$ cat config.mk
export PLATFORM = sky130hd
export DESIGN_NAME = serial_alu_ctrl_flat
export DESIGN_NICKNAME = d
export VERILOG_FILES = /design/src/rtl/serial_alu_ctrl_pkg.sv /design/src/rtl/serial_alu_ctrl_if.sv /design/src/rtl/serial_alu_ctrl_bit_slice.sv /design/src/rtl/serial_alu_ctrl.sv /design/src/flat_wrapper.sv
export SDC_FILE = /design/constraint.sdc
export NUM_CORES = 1
export LEC_CHECK = 0
export ABC_CLOCK_PERIOD_IN_PS = 9020
export CAP_MARGIN = 15
export CORE_ASPECT_RATIO = 0.5
export CORE_MARGIN = 4
export CORE_UTILIZATION = 56
export CTS_CLUSTER_SIZE = 28
export DETAILED_ROUTE_END_ITERATION = 10
export GPL_TIMING_DRIVEN = 0
export PLACE_DENSITY = 0.88
export SYNTH_ARGS = -nofsm -noshare
export SYNTH_HDL_FRONTEND = slang
export SYNTH_SLANG_ARGS = --single-unit
export TNS_END_PERCENT = 1
$ cat constraint.sdc
create_clock -name clk -period 9.02 [get_ports clk]
set_clock_uncertainty 0.1 [all_clocks]
set_input_delay 0.902 -clock clk [delete_from_list [all_inputs] [get_ports clk]]
set_output_delay 0.902 -clock clk [all_outputs]
set_load 0.005 [all_outputs]
$ cat src/rtl/serial_alu_ctrl_pkg.sv
// Shared definitions for the bit-serial ALU sequencer.
// Holds the opcode encodings, the FSM state encoding and an opcode legality helper.
package serial_alu_ctrl_pkg;

    // Opcode encodings; op[2] inverts operand b and seeds the carry for SUB/SLT
    localparam logic [2:0] OP_AND = 3'b000;
    localparam logic [2:0] OP_OR  = 3'b001;
    localparam logic [2:0] OP_ADD = 3'b010;
    localparam logic [2:0] OP_SUB = 3'b110;
    localparam logic [2:0] OP_SLT = 3'b111;

    typedef enum logic [1:0] {
        ST_IDLE = 2'd0,
        ST_RUN  = 2'd1,
        ST_DONE = 2'd2
    } state_e;

    // True for the five supported opcodes
    function automatic logic op_is_legal(input logic [2:0] op);
        logic legal;
        case (op)
            OP_AND, OP_OR, OP_ADD, OP_SUB, OP_SLT: legal = 1'b1;
            default:                               legal = 1'b0;
        endcase
        return legal;
    endfunction

endpackage

$ cat src/rtl/serial_alu_ctrl_if.sv
// Request/response bus of the bit-serial ALU sequencer.
// Request: in_valid/in_ready handshake carrying in_a, in_b, in_op.
// Response: out_valid/out_ready handshake carrying out_result, out_cout,
// out_zero, out_err and, with SERIAL_ALU_OVF_EN defined, out_ovf.
// Modports: master = requester/consumer side, slave = the ALU sequencer.
interface serial_alu_ctrl_if #(
    parameter int unsigned WIDTH = 32
);
    logic             in_valid;
    logic             in_ready;
    logic [WIDTH-1:0] in_a;
    logic [WIDTH-1:0] in_b;
    logic [2:0]       in_op;
    logic             out_valid;
    logic             out_ready;
    logic [WIDTH-1:0] out_result;
    logic             out_cout;
    logic             out_zero;
    logic             out_err;
`ifdef SERIAL_ALU_OVF_EN
    logic             out_ovf;

    modport master (
        output in_valid, in_a, in_b, in_op, out_ready,
        input  in_ready, out_valid, out_result, out_cout, out_zero, out_err, out_ovf
    );

    modport slave (
        input  in_valid, in_a, in_b, in_op, out_ready,
        output in_ready, out_valid, out_result, out_cout, out_zero, out_err, out_ovf
    );
`else
    modport master (
        output in_valid, in_a, in_b, in_op, out_ready,
        input  in_ready, out_valid, out_result, out_cout, out_zero, out_err
    );

    modport slave (
        input  in_valid, in_a, in_b, in_op, out_ready,
        output in_ready, out_valid, out_result, out_cout, out_zero, out_err
    );
`endif
endinterface

$ cat src/rtl/serial_alu_ctrl_bit_slice.sv
// One-bit ALU slice (combinational) used by the serial sequencer.
// Ports: a_i, b_i, carry_i - operand bits and incoming carry
//        op_i                - opcode, op_i[2] inverts b
//        bit_o               - per-opcode bit result (0 for SLT and illegal ops)
//        sum_o, carry_next_o - full-adder sum and carry out
module serial_bit_slice
    import serial_alu_ctrl_pkg::*;
(
    input  logic       a_i,
    input  logic       b_i,
    input  logic       carry_i,
    input  logic [2:0] op_i,
    output logic       bit_o,
    output logic       sum_o,
    output logic       carry_next_o
);

    logic bcomp;

    assign bcomp        = b_i ^ op_i[2];
    assign sum_o        = a_i ^ bcomp ^ carry_i;
    assign carry_next_o = (a_i & bcomp) | (a_i & carry_i) | (bcomp & carry_i);

    // Bit result select; SLT builds its result from the MSB sum instead
    always_comb begin
        bit_o = 1'b0;
        case (op_i)
            OP_AND:         bit_o = a_i & bcomp;
            OP_OR:          bit_o = a_i | bcomp;
            OP_ADD, OP_SUB: bit_o = sum_o;
            default:        bit_o = 1'b0;
        endcase
    end

endmodule

$ cat src/rtl/serial_alu_ctrl.sv
// Bit-serial ALU sequencer: runs a WIDTH-bit AND/OR/ADD/SUB/SLT LSB-first,
// one bit per clock, through a single serial_bit_slice.
// Ports: clk   - rising-edge clock
//        reset - asynchronous active-high reset
//        bus   - serial_alu_ctrl_if.slave request/response handshakes
// Optional feature: SERIAL_ALU_OVF_EN adds the signed-overflow flag out_ovf.
module serial_alu_ctrl
    import serial_alu_ctrl_pkg::*;
#(
    parameter int unsigned WIDTH = 32
) (
    input  logic               clk,
    input  logic               reset,
    serial_alu_ctrl_if.slave   bus
);

    localparam int unsigned IDX_W = $clog2(WIDTH);

    state_e             state_q, state_d;
    logic [WIDTH-1:0]   a_q, a_d;
    logic [WIDTH-1:0]   b_q, b_d;
    logic [2:0]         op_q, op_d;
    logic               carry_q, carry_d;
    logic [IDX_W-1:0]   idx_q, idx_d;
    logic [WIDTH-1:0]   res_q, res_d;

    logic               in_ready_q, in_ready_d;
    logic               out_valid_q, out_valid_d;
    logic [WIDTH-1:0]   out_result_q, out_result_d;
    logic               out_cout_q, out_cout_d;
    logic               out_zero_q, out_zero_d;
    logic               out_err_q, out_err_d;
`ifdef SERIAL_ALU_OVF_EN
    logic               out_ovf_q, out_ovf_d;
`endif

    logic               slice_bit;
    logic               slice_sum;
    logic               slice_carry;
    logic [WIDTH-1:0]   shifted_res;
    logic [WIDTH-1:0]   final_res;
    logic               is_arith;

    serial_bit_slice u_slice (
        .a_i          (a_q[0]),
        .b_i          (b_q[0]),
        .carry_i      (carry_q),
        .op_i         (op_q),
        .bit_o        (slice_bit),
        .sum_o        (slice_sum),
        .carry_next_o (slice_carry)
    );

    // Result accumulates from the MSB side so bit 0 ends up in place after WIDTH shifts
    assign shifted_res = (res_q >> 1) | (WIDTH'(slice_bit) << (WIDTH - 1));
    assign is_arith    = (op_q == OP_ADD) || (op_q == OP_SUB) || (op_q == OP_SLT);

    // Result as it stands after the MSB cycle
    always_comb begin
        final_res = shifted_res;
        if (!op_is_legal(op_q)) begin
            final_res = '0;
        end else if (op_q == OP_SLT) begin
            final_res = WIDTH'(slice_sum);
        end
    end

    // State and datapath registers
    always_ff @(posedge clk or posedge reset) begin
        if (reset) begin
            state_q      <= ST_IDLE;
            a_q          <= '0;
            b_q          <= '0;
            op_q         <= '0;
            carry_q      <= 1'b0;
            idx_q        <= '0;
            res_q        <= '0;
            in_ready_q   <= 1'b0;
            out_valid_q  <= 1'b0;
            out_result_q <= '0;
            out_cout_q   <= 1'b0;
            out_zero_q   <= 1'b0;
            out_err_q    <= 1'b0;
`ifdef SERIAL_ALU_OVF_EN
            out_ovf_q    <= 1'b0;
`endif
        end else begin
            state_q      <= state_d;
            a_q          <= a_d;
            b_q          <= b_d;
            op_q         <= op_d;
            carry_q      <= carry_d;
            idx_q        <= idx_d;
            res_q        <= res_d;
            in_ready_q   <= in_ready_d;
            out_valid_q  <= out_valid_d;
            out_result_q <= out_result_d;
            out_cout_q   <= out_cout_d;
            out_zero_q   <= out_zero_d;
            out_err_q    <= out_err_d;
`ifdef SERIAL_ALU_OVF_EN
            out_ovf_q    <= out_ovf_d;
`endif
        end
    end

    // Next-state and output logic
    always_comb begin
        state_d      = state_q;
        a_d          = a_q;
        b_d          = b_q;
        op_d         = op_q;
        carry_d      = carry_q;
        idx_d        = idx_q;
        res_d        = res_q;
        out_valid_d  = out_valid_q;
        out_result_d = out_result_q;
        out_cout_d   = out_cout_q;
        out_zero_d   = out_zero_q;
        out_err_d    = out_err_q;
`ifdef SERIAL_ALU_OVF_EN
        out_ovf_d    = out_ovf_q;
`endif

        case (state_q)
            ST_IDLE: begin
                if (bus.in_valid && in_ready_q) begin
                    a_d     = bus.in_a;
                    b_d     = bus.in_b;
                    op_d    = bus.in_op;
                    carry_d = bus.in_op[2];
                    idx_d   = '0;
                    res_d   = '0;
                    state_d = ST_RUN;
                end
            end
            ST_RUN: begin
                a_d     = a_q >> 1;
                b_d     = b_q >> 1;
                carry_d = slice_carry;
                res_d   = shifted_res;
                idx_d   = idx_q + IDX_W'(1);
                if (idx_q == IDX_W'(WIDTH - 1)) begin
                    state_d      = ST_DONE;
                    out_valid_d  = 1'b1;
                    out_result_d = final_res;
                    out_zero_d   = (final_res == '0);
                    out_err_d    = !op_is_legal(op_q);
                    out_cout_d   = is_arith ? slice_carry : 1'b0;
`ifdef SERIAL_ALU_OVF_EN
                    // carry_q is the carry into the MSB on this cycle
                    out_ovf_d    = ((op_q == OP_ADD) || (op_q == OP_SUB)) ?
                                   (carry_q ^ slice_carry) : 1'b0;
`endif
                end
            end
            ST_DONE: begin
                if (bus.out_ready) begin
                    out_valid_d = 1'b0;
                    state_d     = ST_IDLE;
                end
            end
            default: state_d = ST_IDLE;
        endcase

        in_ready_d = (state_d == ST_IDLE);
    end

    assign bus.in_ready   = in_ready_q;
    assign bus.out_valid  = out_valid_q;
    assign bus.out_result = out_result_q;
    assign bus.out_cout   = out_cout_q;
    assign bus.out_zero   = out_zero_q;
    assign bus.out_err    = out_err_q;
`ifdef SERIAL_ALU_OVF_EN
    assign bus.out_ovf    = out_ovf_q;
`endif

endmodule

$ cat src/flat_wrapper.sv
// flat-port wrapper written by rule: the top's interface ports become plain ports
module serial_alu_ctrl_flat import serial_alu_ctrl_pkg::*;
#(
    parameter int unsigned WIDTH = 32
)
  (clk, reset, bus_in_valid, bus_in_a, bus_in_b, bus_in_op, bus_out_ready, bus_in_ready, bus_out_valid, bus_out_result, bus_out_cout, bus_out_zero, bus_out_err);
  serial_alu_ctrl_if #(.WIDTH(WIDTH)) bus_i ();
  input  logic clk;
  input  logic reset;
  input wire logic [$bits(bus_i.in_valid)-1:0] bus_in_valid;
  input wire logic [$bits(bus_i.in_a)-1:0] bus_in_a;
  input wire logic [$bits(bus_i.in_b)-1:0] bus_in_b;
  input wire logic [$bits(bus_i.in_op)-1:0] bus_in_op;
  input wire logic [$bits(bus_i.out_ready)-1:0] bus_out_ready;
  output wire logic [$bits(bus_i.in_ready)-1:0] bus_in_ready;
  output wire logic [$bits(bus_i.out_valid)-1:0] bus_out_valid;
  output wire logic [$bits(bus_i.out_result)-1:0] bus_out_result;
  output wire logic [$bits(bus_i.out_cout)-1:0] bus_out_cout;
  output wire logic [$bits(bus_i.out_zero)-1:0] bus_out_zero;
  output wire logic [$bits(bus_i.out_err)-1:0] bus_out_err;
  assign bus_i.in_valid = bus_in_valid;
  assign bus_i.in_a = bus_in_a;
  assign bus_i.in_b = bus_in_b;
  assign bus_i.in_op = bus_in_op;
  assign bus_i.out_ready = bus_out_ready;
  assign bus_in_ready = bus_i.in_ready;
  assign bus_out_valid = bus_i.out_valid;
  assign bus_out_result = bus_i.out_result;
  assign bus_out_cout = bus_i.out_cout;
  assign bus_out_zero = bus_i.out_zero;
  assign bus_out_err = bus_i.out_err;
  serial_alu_ctrl #(.WIDTH(WIDTH)) u_core (.clk(clk), .reset(reset), .bus(bus_i));
endmodule
==> results of run 1 <==
## worst max-delay path by stage
| stage | startpoint | to | cells past startpoint |
|---|---|---|---|
| finish | u_core.op_q[2] | u_core.bus.out_zero | 7 |
| global route | bus_in_valid | u_core.a_q[21] | 6 |
| CTS | u_core.op_q[2] | u_core.bus.out_zero | 7 |
| detailed placement | bus_in_valid | u_core.a_q[8] | 7 |
| global placement | reset | u_core.b_q[17] | 2 |
| floorplan | reset | u_core.a_q[0] | 1 |
## worst max-delay path, cell delays in order (launching register included)
cell,delay (ns)
dfrtp_1,0.45
xor2_1,0.23
inv_1,0.11
fa_1,0.53
nor3b_1,0.33
nor3_1,0.15
and4_1,0.24
a22o_1,0.20
## state kept, by name (all words and copies together), names as in the netlist, 2 cells and up
name / cells
u_core.a_q: 32
u_core.idx_q: 5
u_core.bus.out_result: 32
u_core.res_q: 31
u_core.state_q: 2
u_core.op_q: 3
u_core.b_q: 32
## power breakdown
group          total (W)  internal (W)  leakage (nW)  switching [W]
sequential      0.000994      0.000839          1.84       0.000155
clock           0.000688      0.000411         0.281       0.000277
combinational   0.000683      0.000309          1.40       0.000373
## final cells by class
type	instances	area share [%]
Clock inverter	14	2.11
Sequential cell	143	47.4
Tap cell	135	2.24
Buffer	40	2.55
Timing Repair Buffer	108	14.6
Clock buffer	18	5.69
Multi-Input combinational cell	261	23.4
Inverter	40	2.06
## routing by layer
layer | track usage, % | share of wire (%)
met2 | 39.6 | 48
met4 | 9.40 | 2.5
met1 | 33.4 | 43
met3 | 6.16 | 6.7
met5 | 0 | 0
## cells by family (layout without fill, tap and decap cells)
logic type | count (synthesis) | after routing
AOI/OAI and AO/OA | 147 | 147
adders and majority gates | 5 | 5
muxes | 1 | 1
buffers and inverters | 80 | 220
DFF | 143 | 143
and+or+nand+nor | 107 | 107
xor gates and xnor gates | 1 | 1
## layout by cell type, fill, tap and decap left out, drive strengths merged, types with 4 or more instances in the layout
cell,n
clkbuf,41
o21ai,11
buf,18
o22ai,29
ha,4
nand2,13
clkinv,7
a22o,65
nor4,7
a21oi,4
inv,43
dfrtp,143
a222oi,33
nor2,66
clkdlybuf4s50,107
## metrics by stage
stage	util [%]	power (W)
2_1_floorplan	-	0.00143
3_3_place_gp	71.7	0.00161
3_5_place_dp	72.0	0.00166
4_1_cts	78.1	0.00236
5_1_grt	78.1	0.00251
6_report	78.1	0.00237
## Yosys cell counts
library cell | number | share of area (%)
o31ai_1 | 1 | 0.13
a31oi_1 | 1 | 0.11
a22o_1 | 65 | 10
nor3_1 | 2 | 0.18
nor2b_1 | 3 | 0.33
nand2b_1 | 1 | 0.11
mux2i_1 | 1 | 0.18
a222oi_1 | 33 | 5.8
a21oi_2 | 1 | 0.15
fa_1 | 1 | 0.35
buf_6 | 3 | 0.59
clkbuf_1 | 23 | 1.5
inv_1 | 40 | 2.6
or2_1 | 1 | 0.11
nand2_1 | 13 | 0.86
o21bai_1 | 1 | 0.13
o221ai_1 | 1 | 0.15
nor4_1 | 7 | 0.77
nor2_1 | 66 | 4.4
a21oi_1 | 3 | 0.26
o41ai_1 | 1 | 0.15
and4_1 | 1 | 0.15
nor4b_1 | 2 | 0.31
nor3b_1 | 1 | 0.13
ha_1 | 4 | 0.88
buf_4 | 1 | 0.13
and3b_1 | 1 | 0.15
dfrtp_1 | 143 | 63
nand4_1 | 3 | 0.33
buf_2 | 13 | 1.1
o21ai_0 | 10 | 0.88
o22ai_1 | 29 | 3.2
nand3_1 | 3 | 0.26
o21ai_1 | 1 | 0.088
xor2_1 | 1 | 0.15
or3_1 | 1 | 0.11
and3_1 | 2 | 0.22
==> metrics.txt, run 1 <==
post-CTS resize count 0; Unique masters post-synth 37; Sinks on Clock Net 143; Ports 108; fin cells 759; Fmax achieved 0.410 GHz; Antenna Cells 0; antenna violations before repair 0; worst hold margin 0.390 ns; Post-CTS Hold Fix Bufs 0; Die H 79.3 um; routability cong. 0.824; root buffer cell clkbuf_16; simple-gate share of the synthesized area 8.38%; Die W 150 um; startpoint types flip-flop; register area 3580 um2; I/O Buffers 107; leak pwr 3.53 nW; CP required 9.22 ns; DR iter-0 viols 538; mux share of post-synthesis cell area 0.176%; worst hold path depth 2; core area 9670 um2; peak supply drop 0.200 mV; first-pass GRT wire length 23,000 um; dpl hpwl 9060 um; Vias/cell 5.92; CP arrival 2.65 ns; Pre-antenna DRT Iters 9; flop-to-flop setup slack 6.58 ns; worst skew pair latency 0.42 ns; CTS tree yes; layout cells sized above 1 8.17%; total routed wirelength 13,700 um; xor/xnor share of the synthesized area 0.154%; nets 687; Final Critical Period 2.44 ns; CP max FO 7; Setup violations, final 0; Final Hold Viols 0; outcome complete, no violations; combinational family with the most area after synthesis compound AO/OA/AOI/OAI gates; hold path startpoint u_core.a_q[27]; worst r2r dst u_core.bus.out_zero; GRT overflow 0; register area share after synthesis 62.9%; Post-CTS Setup Inserts 0; Die ar. 11,900 um2; GRT Total Usage 24.9%; number of antenna-violating nets in the routed design 0; Cells after Synth 484; worst hold path type flip-flop to flip-flop; P per Cell Area 313 nW/um2; Adder-Cell Fraction of Synth Area 1.23%; vias 4,492; vias in the first global route 4,575; largest net degree at the start of global routing 101; drt wl/cell 18.1 um; Final Slew Violations 0; TritonCTS buffer count 17; post-route clock period utilization 27.1%; multi-input logic area 1760 um2; Initial Util 58.8%; complex-gate fraction of the synthesized area 21.1%; # fillers 578; FF-to-FF path depth 7; RSZ-0062 raised after global routing false; max cap viols 0; H-tree depth 4; mapped cell area 5690 um2; yosys warns 0; Hold Path Sink u_core.a_q[26]; register bit count reported by yosys 143; Design Area, Final 7550 um2; num rows 25; post-route setup slack 6.58 ns; Setup Crit Path Kind flip-flop to flip-flop; dpl ws 6.25 ns; clk slew on worst S/H paths 0.06 ns; FF-to-FF Start u_core.op_q[2]; post-place instance area 6960 um2; Worst slew margin 62.5%; post-synth net total 560; DRC viols 0; syn_area_per_cell 11.7 um2; Setup crit end kind flip-flop; clk buf depth 2; total negative slack 0 ns; area grow syn2layout 32.7%; Worst Tran Pin Value 0.563 ns; placed insts 727
No activity file was read; power rests on OpenSTA's default activity.
==> run 2, diff against run 1 <==
--- a/config.mk
+++ b/config.mk
@@ -5,15 +5,15 @@
 export SDC_FILE = /design/constraint.sdc
 export NUM_CORES = 1
 export LEC_CHECK = 0
-export ABC_CLOCK_PERIOD_IN_PS = 9020
+export ABC_CLOCK_PERIOD_IN_PS = 2150
 export CAP_MARGIN = 15
 export CORE_ASPECT_RATIO = 0.5
 export CORE_MARGIN = 4
-export CORE_UTILIZATION = 56
+export CORE_UTILIZATION = 47
 export CTS_CLUSTER_SIZE = 28
 export DETAILED_ROUTE_END_ITERATION = 10
 export GPL_TIMING_DRIVEN = 0
-export PLACE_DENSITY = 0.88
+export PLACE_DENSITY = 0.79
 export SYNTH_ARGS = -nofsm -noshare
 export SYNTH_HDL_FRONTEND = slang
 export SYNTH_SLANG_ARGS = --single-unit
==> constraint.sdc (replaced) <==
create_clock -name clk -period 2.15 [get_ports clk]
set_clock_uncertainty 0.1 [all_clocks]
set_input_delay 0.215 -clock clk [delete_from_list [all_inputs] [get_ports clk]]
set_output_delay 0.215 -clock clk [all_outputs]
set_load 0.005 [all_outputs]
==> metrics.txt, run 2 (synthesis results as in run 1) <==
CP required 2.36 ns; flop-to-flop setup slack 0.08 ns; leak pwr 3.58 nW; DRC viols 0; total routed wirelength 13,400 um; Setup crit end u_core.bus.out_zero; H-tree depth 4; Initial Util 48.2%; dpl ws -0.131 ns; FF-to-FF path depth 7; CP Launch Point u_core.b_q[0]; core area 11,800 um2; post-route setup slack 0.0830 ns; first-pass GRT wire length 22,400 um; Worst slew margin 59.7%; max cap viols 0; most frequent cells in the layout dfrtp_1, clkdlybuf4s50_1, nor2_1, a22o_1, inv_1; drt wl/cell 17.0 um; startpoint types flip-flop; I/O Buffers 107; vias in the first global route 4,426; P per Cell Area 1320 nW/um2; routability cong. 0.783; vias 4,445; antenna violations before repair 0; TritonCTS buffer count 17; worst skew pair latency 0.41 ns; layout cells sized above 1 10.5%; num rows 28; Setup Crit Path Kind flip-flop to flip-flop; Final Critical Period 2.07 ns; outcome complete, no violations; Fmax achieved 0.484 GHz; multi-input logic area 1790 um2; area grow syn2layout 35.3%; Vias/cell 5.61; Die ar. 14,000 um2; nets 691; Tot Pwr 0.0101 W; CTS tree yes; Pre-antenna DRT Iters 8; dpl hpwl 9270 um; clk slew on worst S/H paths 0.06 ns; Worst Tran Pin Value 0.603 ns; worst r2r dst u_core.bus.out_zero; worst hold path type primary input to async pin; GRT Total Usage 20.3%; Setup violations, final 0; register area 3580 um2; number of antenna-violating nets in the routed design 0; clk buf depth 2; Setup crit end kind flip-flop; peak supply drop 0.805 mV; Post-CTS Hold Fix Bufs 0; post-route clock period utilization 96.1%; # fillers 901; Ports 108; final core occ 65.2%; root buffer cell clkbuf_16; Die W 164 um; CP max FO 2; Final Hold Viols 0; Die H 85.8 um; commonest non-fill, non-tap cell in the layout dfrtp_1; GRT overflow 0; CP arrival 2.27 ns; FF-to-FF Start u_core.b_q[0]; RSZ-0062 raised after global routing true; Final Slew Violations 0; Antenna Cells 0; total negative slack 0 ns; DR iter-0 viols 462; Sinks on Clock Net 143; largest net degree at the start of global routing 44
[run 2: area by class of cell]
| cell class | count | area share [%] |
|---|---|---|
| clock inverters | 14 | 2.47 |
| repair buffers | 112 | 14.9 |
| flip-flops and latches | 143 | 46.5 |
| inverters | 40 | 2.00 |
| well taps | 165 | 2.68 |
| multi-input cells | 261 | 23.3 |
| clock buffers | 17 | 5.53 |
| plain buffers | 40 | 2.62 |
[run 2: where the power goes]
part	switching [W]	internal, W	total (W)	leakage (nW)
Combinational	0.00154	0.00135	0.00289	1.44
Clock	0.00115	0.00194	0.00309	0.300
Sequential	0.000641	0.00352	0.00416	1.84
Total	0.00333	0.00681	0.0101	3.58
[run 2: worst min path at each step]
stage                                          from                         to
after floorplan                       bus_out_ready          u_core.state_q[1]
after global placement    u_core.bus.out_result[31]  u_core.bus.out_result[31]
after detailed placement              u_core.a_q[6]              u_core.a_q[6]
after CTS                                     reset            u_core.res_q[8]
after global routing                          reset            u_core.res_q[7]
final                                         reset            u_core.res_q[8]
[run 2: repair_timing]
action                                  in CTS  in global routing
resized for setup                            9                  7
pin swaps                                    0                  4
setup buffers                                0                  2
endpoints found under the setup margin      34                 36
[run 2: routing by layer]
| layer | track usage [%] | wire (um) | up-vias |
|---|---|---|---|
| met5 | 0 | 0 | - |
| met4 | 6.70 | 112 | 0 |
| met3 | 4.94 | 718 | 12 |
| met2 | 32.0 | 6440 | 152 |
| met1 | 28.3 | 6160 | 2224 |
| li1 | - | - | 2057 |
[run 2: stage by stage]
step	std cells	hold slack, ns	instance area (um2)
floorplan	484	0.218	5690
finish	792	0.119	7690
global route	792	0.160	7690
detailed placement	759	0.377	7030
CTS	790	0.115	7670
global placement	756	0.364	6970
[run 2: critical path: stages, from the launching register on]
cell and delay (ns):
dfrtp_1 0.43, xor2_2 0.23, inv_2 0.06, fa_1 0.46, and3b_1 0.23, o21ai_1 0.07, and4_1 0.19, a22o_1 0.20
==> edit: new RTL, config.mk and constraints of run 2 <==
Encoding of `state_e`: now one-hot (3 bits for 3 states).
--- a/src/rtl/serial_alu_ctrl_pkg.sv
+++ b/src/rtl/serial_alu_ctrl_pkg.sv
@@ -9,10 +9,10 @@
     localparam logic [2:0] OP_SUB = 3'b110;
     localparam logic [2:0] OP_SLT = 3'b111;
 
-    typedef enum logic [1:0] {
-        ST_IDLE = 2'd0,
-        ST_RUN  = 2'd1,
-        ST_DONE = 2'd2
+    typedef enum logic [2:0] {
+        ST_IDLE = 3'b001,
+        ST_RUN  = 3'b010,
+        ST_DONE = 3'b100
     } state_e;
 
     // True for the five supported opcodes
Formal check against the unedited RTL: no difference found for any inputs over 10 cycles, from zero or initial values and one cycle with reset high; not proved beyond that.
==> edit against run 2 <==
Count of clock-buffer cells in the layout did not move; routed wire length rose by 12%; setup slack improved by 0.013 ns; cell area rose by 6.1%; sequential cell count rose by 1; synthesized area rose by 9.4%; power fell by 4.9%.
==> edit: results (changes against run 2) <==
| Metric | Value |
|---|---|
| Worst R2R Path Depth | `5 (-2)` |
| Post-CTS Resized | `2 (-7)` |
| Placer congestion estimate | `0.815 (+4.1%)` |
| WL/cell | `15.3 um (-9.7%)` |
| Post-Synth XOR/XNOR Area | `0.00282 (+0.00127)` |
| Met3 routed WL | `754 um (+5.0%)` |
| Met3 usage | `0.0305 (-0.0190)` |
| Register area share after synthesis | `0.579 (-0.0501)` |
| Nets@finish | `871 (+26%)` |
| Crit path DAT | `2.27 ns (about the same)` |
| CP endpoint | `u_core.b_q[0]` |
| Post-CTS Setup Bufs | `0 (unchanged)` |
| Worst-case vdd ir drop | `0.630 mV (-22%)` |
| Worst slack, placed | `-0.0157 ns (+0.115 ns)` |
| Adder-cell share of the synthesized area | `0.0113 (-0.00106)` |
| Synth unique cells | `36 (-2.7%)` |
| Slew @ Worst Pin | `0.887 ns (+0.284 ns)` |
| FF-to-FF Start | `u_core.state_q[0]` |
| Commonest cells in the netlist | `nand2_1 (207), dfrtp_1 (143), nor2_1 (70)` |
| Run status | `complete, no violations` |
| Fmax achieved | `487 MHz (+0.64%)` |
| DR pass1 iterations | `5 (-3)` |
| Critical path's top delay family | `simple AND/OR/NAND/NOR gates` |
| Total Power | `9.65 mW (-4.9%)` |
| Skew-Pair Late Insertion Delay | `0.42 ns` |
| Wire length on met2 | `7.21 mm (+12%)` |
| Slowest library cell on the worst path | `dfstp_2` |
| Share of cells above drive strength 1 | `0.100 (-0.00502)` |
| Number of global-route vias before repair | `5132 (+16%)` |
| Max incr delay on CP | `0.59 ns (+0.13 ns)` |
| Initial DRC Count | `448 (-3.0%)` |
| Mux cell area share after synthesis | `0.00503 (+0.00327)` |
| Met1 wire length | `6.86 mm (+11%)` |
| Syn_nets | `742 (+33%)` |
| Routed vias/inst | `5.33 (-5.0%)` |
| Dpl hpwl | `10.4 mm (+12%)` |
| First-pass GRT wire length | `24.9 mm (+11%)` |
| IO buf count | `107 (unchanged)` |
| Met2 layer usage reported by global route | `0.334 (+0.0135)` |
| DRC violations left | `0 (unchanged)` |
| Worst R2R End | `u_core.b_q[0]` |
| Gr usage total | `0.203 (-0.000288)` |
| Top cells by area, synth | `dfrtp_1 (58%), nand2_1 (12%), a31oi_1 (6.4%)` |
| Largest net degree at the start of global routing | `44 (unchanged)` |
| Hold slack | `0.228 ns (+0.110 ns)` |
| Crit Path Max Fanout | `10 (+8)` |
| Synth Area in Compound Gates | `0.125 (-0.0862)` |
| Leak Pwr | `3.84 nW (+7.2%)` |
| M1 GR Usage | `0.286 (+0.00307)` |
[edit: metrics by stage]
stage	utilization	setup TNS [ns]	cells	cell area, um^2
CTS	0.636	0	978	8140
floorplan	-	0	666	6230
finish	0.637	0	978	8160
global route	0.637	-0.00232	978	8160
detailed placement	0.591	-0.0559	946	7570
global placement	0.586	-164.69	943	7510
[edit: final cells by class]
cell class / instances / area, um^2
plain buffers: 50 / 294
clock buffers: 17 / 425
clock inverters: 15 / 143
fillers: 1037 / 4650
inverters: 6 / 26.3
multi-input cells: 466 / 2320
flip-flops and latches: 144 / 3610
well taps: 170 / 213
repair buffers: 110 / 1130
[edit: logic make-up after synthesis]
| family | count (synthesis) |
|---|---|
| mux | 3 |
| flops | 144 |
| fa+ha+maj | 5 |
| compound gates | 115 |
| xor+xnor | 2 |
| buf+inv | 56 |
| simple gates | 341 |
[edit: power breakdown]
| group | switching (mW) | internal [mW] |
|---|---|---|
| combinational | 1.68 | 1.19 |
| clock | 1.29 | 1.53 |
| sequential | 0.470 | 3.48 |
